<file path="config.mk">
export PLATFORM = sky130hd
export DESIGN_NAME = door_travel_monitor_flat
export DESIGN_NICKNAME = d
export VERILOG_FILES = /design/src/rtl/door_pkg.sv /design/src/rtl/door_travel_monitor_if.sv /design/src/rtl/door_stall_timer.sv /design/src/rtl/door_travel_monitor.sv /design/src/flat_wrapper.sv
export SDC_FILE = /design/constraint.sdc
export NUM_CORES = 1
export LEC_CHECK = 0
export ABC_AREA = 1
export BUFFER_PORTS_ARGS = -buffer_cell sky130_fd_sc_hd__buf_4
export CAP_MARGIN = 25
export CORE_MARGIN = 5
export CORE_UTILIZATION = 35
export DETAILED_ROUTE_END_ITERATION = 8
export MAX_ROUTING_LAYER = met4
export SLEW_MARGIN = 10
export SYNTH_ARGS = -nofsm -noshare
export SYNTH_HDL_FRONTEND = slang
export SYNTH_SLANG_ARGS = --single-unit
export TNS_END_PERCENT = 5
</file>
<file path="constraint.sdc">
create_clock -name clk -period 2.64 [get_ports clk]
set_input_delay 0.528 -clock clk [delete_from_list [all_inputs] [get_ports clk]]
set_output_delay 0.528 -clock clk [all_outputs]
set_load 0.02 [all_outputs]
</file>
<file path="src/rtl/door_pkg.sv">
// door_pkg: shared types for the garage-door travel monitor.
//   state_e : FSM state encoding; IDLE is 2'b00 to line up with the
//             door controller's own encoding.
//   fault_e : fault cause reported on fault_code.
package door_pkg;

  typedef enum logic [1:0] {
    ST_IDLE    = 2'b00,
    ST_RISING  = 2'b01,
    ST_FALLING = 2'b10,
    ST_FAULT   = 2'b11
  } state_e;

  typedef enum logic [1:0] {
    FLT_NONE     = 2'b00,
    FLT_CONFLICT = 2'b01,
    FLT_STALL    = 2'b10,
    FLT_OVERRUN  = 2'b11
  } fault_e;

endpackage

</file>
<file path="src/rtl/door_travel_monitor_if.sv">
// door_travel_monitor_if: motor command / limit bus between the door
// controller (master) and the travel monitor (slave).
//   UP_motor, DN_motor : motor commands from the controller
//   enc_tick           : one-cycle pulse per travel increment
//   fault_clr          : fault acknowledge (level)
//   UP_MAX, DN_MAX     : open / closed limit flags
//   position           : door position in encoder ticks
//   motor_en, fault    : driver enable and fault flag
//   fault_code         : first fault cause
interface door_travel_monitor_if
  import door_pkg::*;
#(
  parameter int POS_W = 8
);
  logic             UP_motor;
  logic             DN_motor;
  logic             enc_tick;
  logic             fault_clr;
  logic             UP_MAX;
  logic             DN_MAX;
  logic [POS_W-1:0] position;
  logic             motor_en;
  logic             fault;
  fault_e           fault_code;

  modport master (
    output UP_motor, DN_motor, enc_tick, fault_clr,
    input  UP_MAX, DN_MAX, position, motor_en, fault, fault_code
  );

  modport slave (
    input  UP_motor, DN_motor, enc_tick, fault_clr,
    output UP_MAX, DN_MAX, position, motor_en, fault, fault_code
  );
endinterface

</file>
<file path="src/rtl/door_stall_timer.sv">
// door_stall_timer: counts cycles without an encoder tick while the door
// is being driven in one direction.
//   clk, rst : clock, async active-low reset
//   run      : 1 while the monitor stays in the same travel state
//   tick     : encoder tick this cycle
//   expired  : the tick-free window is used up and no tick arrived now
module door_stall_timer #(
  parameter int STALL_CYC = 1000,
  parameter int STALL_W   = 10
) (
  input  logic clk,
  input  logic rst,
  input  logic run,
  input  logic tick,
  output logic expired
);

  localparam logic [STALL_W-1:0] LAST = STALL_W'(STALL_CYC - 1);

  logic [STALL_W-1:0] cnt_r;

  // Tick-free cycle counter; any tick or leaving the travel state restarts it.
  always_ff @(posedge clk or negedge rst) begin
    if (!rst) begin
      cnt_r <= '0;
    end else if (!run || tick) begin
      cnt_r <= '0;
    end else if (cnt_r != LAST) begin
      cnt_r <= cnt_r + STALL_W'(1);
    end else begin
      cnt_r <= cnt_r;
    end
  end

  // A tick arriving in the final cycle still rescues the travel.
  assign expired = (cnt_r == LAST) && !tick;

endmodule

</file>
<file path="src/rtl/door_travel_monitor.sv">
// door_travel_monitor: tracks door position from encoder ticks, produces
// the UP_MAX/DN_MAX limits and shuts the motor drivers off on a command
// conflict, stall or limit overrun.
//   clk : system clock, rising edge
//   rst : asynchronous active-low reset
//   bus : door_travel_monitor_if slave port (commands in, status out)
module door_travel_monitor
  import door_pkg::*;
#(
  parameter int POS_W     = 8,
  parameter int POS_MAX   = 200,
  parameter int STALL_CYC = 1000,
  parameter int STALL_W   = 10
) (
  input  logic                   clk,
  input  logic                   rst,
  door_travel_monitor_if.slave   bus
);

  localparam logic [POS_W-1:0] POS_TOP = POS_W'(POS_MAX);

  state_e           state_r, state_nxt_s;
  fault_e           code_r, code_nxt_s;
  logic [POS_W-1:0] pos_r, pos_nxt_s;
  logic             fault_r;
  logic             at_top_s, at_bot_s;
  logic             both_s, none_s, up_only_s, dn_only_s;
  logic             run_s, expired_s;

  assign at_top_s  = (pos_r == POS_TOP);
  assign at_bot_s  = (pos_r == '0);
  assign both_s    = bus.UP_motor && bus.DN_motor;
  assign none_s    = !bus.UP_motor && !bus.DN_motor;
  assign up_only_s = bus.UP_motor && !bus.DN_motor;
  assign dn_only_s = !bus.UP_motor && bus.DN_motor;

  // Stall window only accumulates while the travel state is unchanged.
  assign run_s = ((state_r == ST_RISING) || (state_r == ST_FALLING)) &&
                 (state_nxt_s == state_r);

  door_stall_timer #(
    .STALL_CYC (STALL_CYC),
    .STALL_W   (STALL_W)
  ) u_stall (
    .clk     (clk),
    .rst     (rst),
    .run     (run_s),
    .tick    (bus.enc_tick),
    .expired (expired_s)
  );

  // Next-state, position and fault-cause decode; conflict > overrun > stall > direction.
  always_comb begin
    state_nxt_s = state_r;
    pos_nxt_s   = pos_r;
    code_nxt_s  = code_r;
    case (state_r)
      ST_IDLE: begin
        if (both_s) begin
          state_nxt_s = ST_FAULT;
          code_nxt_s  = FLT_CONFLICT;
        end else if (up_only_s && !at_top_s) begin
          state_nxt_s = ST_RISING;
        end else if (dn_only_s && !at_bot_s) begin
          state_nxt_s = ST_FALLING;
        end else begin
          state_nxt_s = ST_IDLE;
        end
      end
      ST_RISING: begin
        if (both_s) begin
          state_nxt_s = ST_FAULT;
          code_nxt_s  = FLT_CONFLICT;
        end else if (bus.enc_tick && at_top_s && bus.UP_motor) begin
          state_nxt_s = ST_FAULT;
          code_nxt_s  = FLT_OVERRUN;
        end else if (expired_s) begin
          state_nxt_s = ST_FAULT;
          code_nxt_s  = FLT_STALL;
        end else begin
          // A tick is still counted in the cycle the command drops or reverses.
          if (bus.enc_tick && !at_top_s) begin
            pos_nxt_s = pos_r + POS_W'(1);
          end else begin
            pos_nxt_s = pos_r;
          end
          if (none_s) begin
            state_nxt_s = ST_IDLE;
          end else if (dn_only_s) begin
            state_nxt_s = ST_FALLING;
          end else begin
            state_nxt_s = ST_RISING;
          end
        end
      end
      ST_FALLING: begin
        if (both_s) begin
          state_nxt_s = ST_FAULT;
          code_nxt_s  = FLT_CONFLICT;
        end else if (bus.enc_tick && at_bot_s && bus.DN_motor) begin
          state_nxt_s = ST_FAULT;
          code_nxt_s  = FLT_OVERRUN;
        end else if (expired_s) begin
          state_nxt_s = ST_FAULT;
          code_nxt_s  = FLT_STALL;
        end else begin
          if (bus.enc_tick && !at_bot_s) begin
            pos_nxt_s = pos_r - POS_W'(1);
          end else begin
            pos_nxt_s = pos_r;
          end
          if (none_s) begin
            state_nxt_s = ST_IDLE;
          end else if (up_only_s) begin
            state_nxt_s = ST_RISING;
          end else begin
            state_nxt_s = ST_FALLING;
          end
        end
      end
      ST_FAULT: begin
        // Position frozen; leave only on acknowledge with both commands released.
        if (bus.fault_clr && none_s) begin
          state_nxt_s = ST_IDLE;
          code_nxt_s  = FLT_NONE;
        end else begin
          state_nxt_s = ST_FAULT;
        end
      end
      default: begin
        state_nxt_s = ST_FAULT;
        code_nxt_s  = FLT_CONFLICT;
      end
    endcase
  end

  // FSM, position and fault registers, including the registered fault flag.
  always_ff @(posedge clk or negedge rst) begin
    if (!rst) begin
      state_r <= ST_IDLE;
      pos_r   <= '0;
      code_r  <= FLT_NONE;
      fault_r <= 1'b0;
    end else begin
      state_r <= state_nxt_s;
      pos_r   <= pos_nxt_s;
      code_r  <= code_nxt_s;
      fault_r <= (state_nxt_s == ST_FAULT);
    end
  end

  assign bus.position   = pos_r;
  assign bus.UP_MAX     = at_top_s;
  assign bus.DN_MAX     = at_bot_s;
  assign bus.fault      = fault_r;
  assign bus.motor_en   = !fault_r;
  assign bus.fault_code = code_r;

endmodule

</file>
<file path="src/flat_wrapper.sv">
// flat-port wrapper written by rule: the top's interface ports become plain ports
module door_travel_monitor_flat import door_pkg::*;
#(
  parameter int POS_W     = 8,
  parameter int POS_MAX   = 200,
  parameter int STALL_CYC = 1000,
  parameter int STALL_W   = 10
)
  (clk, rst, bus_UP_motor, bus_DN_motor, bus_enc_tick, bus_fault_clr, bus_UP_MAX, bus_DN_MAX, bus_position, bus_motor_en, bus_fault, bus_fault_code);
  door_travel_monitor_if #(.POS_W(POS_W)) bus_i ();
  input  logic clk;
  input  logic rst;
  input wire logic [$bits(bus_i.UP_motor)-1:0] bus_UP_motor;
  input wire logic [$bits(bus_i.DN_motor)-1:0] bus_DN_motor;
  input wire logic [$bits(bus_i.enc_tick)-1:0] bus_enc_tick;
  input wire logic [$bits(bus_i.fault_clr)-1:0] bus_fault_clr;
  output wire logic [$bits(bus_i.UP_MAX)-1:0] bus_UP_MAX;
  output wire logic [$bits(bus_i.DN_MAX)-1:0] bus_DN_MAX;
  output wire logic [$bits(bus_i.position)-1:0] bus_position;
  output wire logic [$bits(bus_i.motor_en)-1:0] bus_motor_en;
  output wire logic [$bits(bus_i.fault)-1:0] bus_fault;
  output wire logic [$bits(bus_i.fault_code)-1:0] bus_fault_code;
  assign bus_i.UP_motor = bus_UP_motor;
  assign bus_i.DN_motor = bus_DN_motor;
  assign bus_i.enc_tick = bus_enc_tick;
  assign bus_i.fault_clr = bus_fault_clr;
  assign bus_UP_MAX = bus_i.UP_MAX;
  assign bus_DN_MAX = bus_i.DN_MAX;
  assign bus_position = bus_i.position;
  assign bus_motor_en = bus_i.motor_en;
  assign bus_fault = bus_i.fault;
  assign bus_fault_code = bus_i.fault_code;
  door_travel_monitor #(.POS_W(POS_W), .POS_MAX(POS_MAX), .STALL_CYC(STALL_CYC), .STALL_W(STALL_W)) u_core (.clk(clk), .rst(rst), .bus(bus_i));
endmodule
</file>
==> results.json <==
{
  "r2r_end": "u_core.bus.position[6]",
  "cp_max_fo": 10,
  "synth_flop_cell": "dfrtp_1",
  "rr_startpoint": "u_core.state_r[0]",
  "required_ns": 2.80,
  "crit_slowest_cell": "dfrtp_1",
  "fp.coreArea_sq_mm": 0.004786,
  "synth_edf_count": 0,
  "grt_pass1_wl_um": 6313,
  "cts_hold_buf": 0,
  "rows": 25,
  "outcome": "finished, final reports clean",
  "power_leakage_nw": 0.9478,
  "clockBufferDepth": 2,
  "start_kind": "register",
  "ir_drop_mv": 0.3536,
  "min_period_ns": 2.314,
  "path_delay_family": "adder cells",
  "fin_skew_ns": 0.006696,
  "synth_xor_area_share_pct": 6.995,
  "grt_remaining_overflow": 0,
  "die_x_um": 80.77,
  "syn2layout_area_growth_pct": 15.06,
  "path_cells": "inv_1 -> ha_2 -> inv_2 -> fa_1 -> o21ai_0 -> nand2_1 -> nand2_1 -> nand2_1 -> nand2_1 -> xor2_1 -> o21ai_2",
  "hold_viol_final": 0,
  "grt_max_degree": 24,
  "vias": 1343,
  "routedWlPerCell_um": 11.91,
  "postLayoutCoreUtil_pct": 42.14,
  "numCtsBuffers": 3,
  "avgViaCountPerCell": 4.507,
  "postSynthCellCount": 209,
  "worst_slew_pin_slew_ns": 0.3769,
  "cts_tree": "built",
  "path_clk_slew_ns": 0.09,
  "worstSetupEndpointType": "register",
  "syn-cell-area_sq_mm": 0.001753,
  "synthMuxAreaShare_pct": 0.5710,
  "die_y_um": 80.77,
  "drt_iter0_drc": 77,
  "critPathMostFrequentCell": "nand2_1",
  "synth_warnings": 0,
  "ys_types": 27,
  "drive_above_1_share_pct": 29.00,
  "synth_top_family_by_area": "simple AND/OR/NAND/NOR gates",
  "cts-root-buf": "clkbuf_8",
  "cts_sinks": 23,
  "fmax_ghz": 0.4321,
  "antenna_found_initial": 0,
  "r2r_slack_ns": 0.33,
  "grt_usage_pct": 12.75,
  "gp_congestion": 0.8173,
  "yosys.area_share.simple_pct": 34.76,
  "setup-tns-final_ns": 0,
  "crit_arrival_ns": 2.47,
  "dp_cells": 294,
  "die-area_sq_mm": 0.006524,
  "cts_htree_levels": 1,
  "pin_count": 20,
  "critPathKind": "reg -> reg",
  "routed_wirelength_um": 3548,
  "synth-async-reset-ratio_pct": 100.0,
  "ys_ff_latch": 23,
  "grt_pass1_vias": 1352,
  "antenna_cells": 0,
  "critical_path.max_stage_delay_ns": 0.44,
  "cp_num_buf_inv": 2,
  "first_pass_iters": 4,
  "rsz0062_at_grt": "false",
  "worst_r2r_path_depth": 11,
  "min_period_over_period_pct": 87.66,
  "num-fill-cells": 496,
  "seq_area_frac_synth_pct": 32.83,
  "synth_area_per_cell_sq_um": 8.387,
  "final_max_slew_viol_count": 0,
  "port_buffers": 19,
  "synthAdderAreaFrac_pct": 9.707,
  "ant_nets": 0,
  "drv_cap": 0,
  "drc": 0,
  "hp-class": "in -> async",
  "instances_no_fill": 298,
  "slew_headroom_pct": 74.61,
  "worstSkewPairLatency_ns": 0.27,
  "fin_nets": 251,
  "start_util_pct": 36.63,
  "power_density_mw_per_mm2": 1201,
  "setup_viol": 0,
  "post-dp-hpwl_um": 2732,
  "synthesis.nets": 228,
  "synth_compound_area_share_pct": 8.066
}
[cell usage after synthesis (6+ instances only)]
master / count / share of area (%)
nand3_1: 13 / 3.7
o21ai_2: 6 / 3.0
nor3_2: 10 / 5.7
nor2_1: 10 / 2.1
xor2_1: 10 / 5.0
o21ai_0: 9 / 2.6
a21oi_1: 6 / 1.7
dfrtp_1: 23 / 33
inv_1: 27 / 5.8
nand2_2: 9 / 3.2
nand2_1: 41 / 8.8
ha_1: 12 / 8.6
[flip-flops by register name, summed over array words and instances, names as in the netlist]
register / count
u_core.bus.position: 8
u_core.bus.fault_code: 2
u_core.u_stall.cnt_r: 10
u_core.state_r: 2
u_core.bus.fault: 1
[worst max-delay path by stage]
stage,startpoint,to,cells after the start
after floorplan,u_core.state_r[0],u_core.bus.position[6],11
after global placement,u_core.state_r[0],u_core.bus.position[6],11
after detailed placement,u_core.state_r[0],u_core.bus.position[6],11
after CTS,u_core.state_r[0],u_core.bus.position[6],11
after global routing,u_core.state_r[0],u_core.bus.position[6],11
final,u_core.state_r[0],u_core.bus.position[6],11
[placed cells by master (no fill, tap or decap), types with 4 or more instances in the layout]
cell | Yosys | layout
nand2_4 | 4 | 4
nand2_1 | 41 | 41
nor3_2 | 10 | 10
ha_1 | 12 | 11
o21ai_2 | 6 | 6
dfrtp_1 | 23 | 23
a21oi_1 | 6 | 6
o21ai_0 | 9 | 9
nand3_1 | 13 | 13
xor2_1 | 10 | 10
nand2_2 | 9 | 9
nor2_2 | 4 | 4
inv_1 | 27 | 27
nor2_1 | 10 | 10
buf_4 | 0 | 19
xnor2_1 | 4 | 4
[routing by layer]
| layer | GRT usage (%) | up-vias | wire [um] |
|---|---|---|---|
| met4 | 4.899 | 0 | 65 |
| met5 | - | - | 0 |
| met2 | 19.04 | 21 | 1540 |
| met3 | 1.220 | 5 | 100 |
| li1 | - | 718 | - |
| met1 | 17.87 | 599 | 1841 |
[power breakdown]
group / switching, mW / internal, mW
Combinational: 1.02 / 0.588
Clock: 0.120 / 0.106
Sequential: 0.131 / 0.457
Total: 1.27 / 1.15
[what timing repair did]
item / CTS / global route
resized for setup: 0 / 1
endpoints found under the setup margin: 0 / 1
setup buffers: 0 / 0
[area by class of cell]
type                            instances  area, sq um  area share (%)
Timing Repair Buffer                   19        142.6           7.072
Clock inverter                          1        5.005          0.2481
Inverter                               30        112.6           5.583
Multi-Input combinational cell        155         1056           52.36
Tap cell                               67        83.83           4.156
Sequential cell                        23        575.6           28.54
Clock buffer                            3        41.29           2.047
[metrics by stage]
stage          worst slack [ns]  total power [mW]  area [sq um]  hold slack (ns)
4_1_cts                  0.2019             2.450          2014           0.1414
2_1_floorplan            0.4691             1.842          1753           0.2324
5_1_grt                 0.08094             2.669          2017           0.1547
6_report                 0.3258             2.422          2017           0.1321
3_5_place_dp             0.2354             2.209          1968           0.4476
3_3_place_gp             0.2813             2.192          1968           0.4417
[cells by family (layout without fill, tap and decap cells)]
logic type               after synthesis  in the layout
AND/OR/NAND/NOR                      104            104
buffers and inverters                 31             53
AO/OA/AOI/OAI                         23             23
flip-flops                            23             23
XOR/XNOR                              14             14
adder cells (fa/ha/maj)               13             13
multiplexers                           1              1
[worst reg2reg max path: stages (launching register included)]
cell     delay [ns]
dfrtp_1        0.44
inv_1          0.15
ha_2           0.33
inv_2          0.07
fa_1           0.39
o21ai_0        0.30
nand2_1        0.08
nand2_1        0.06
nand2_1        0.04
nand2_1        0.06
xor2_1         0.18
o21ai_2        0.08
Note: power is estimated with default switching activity, not from simulation.
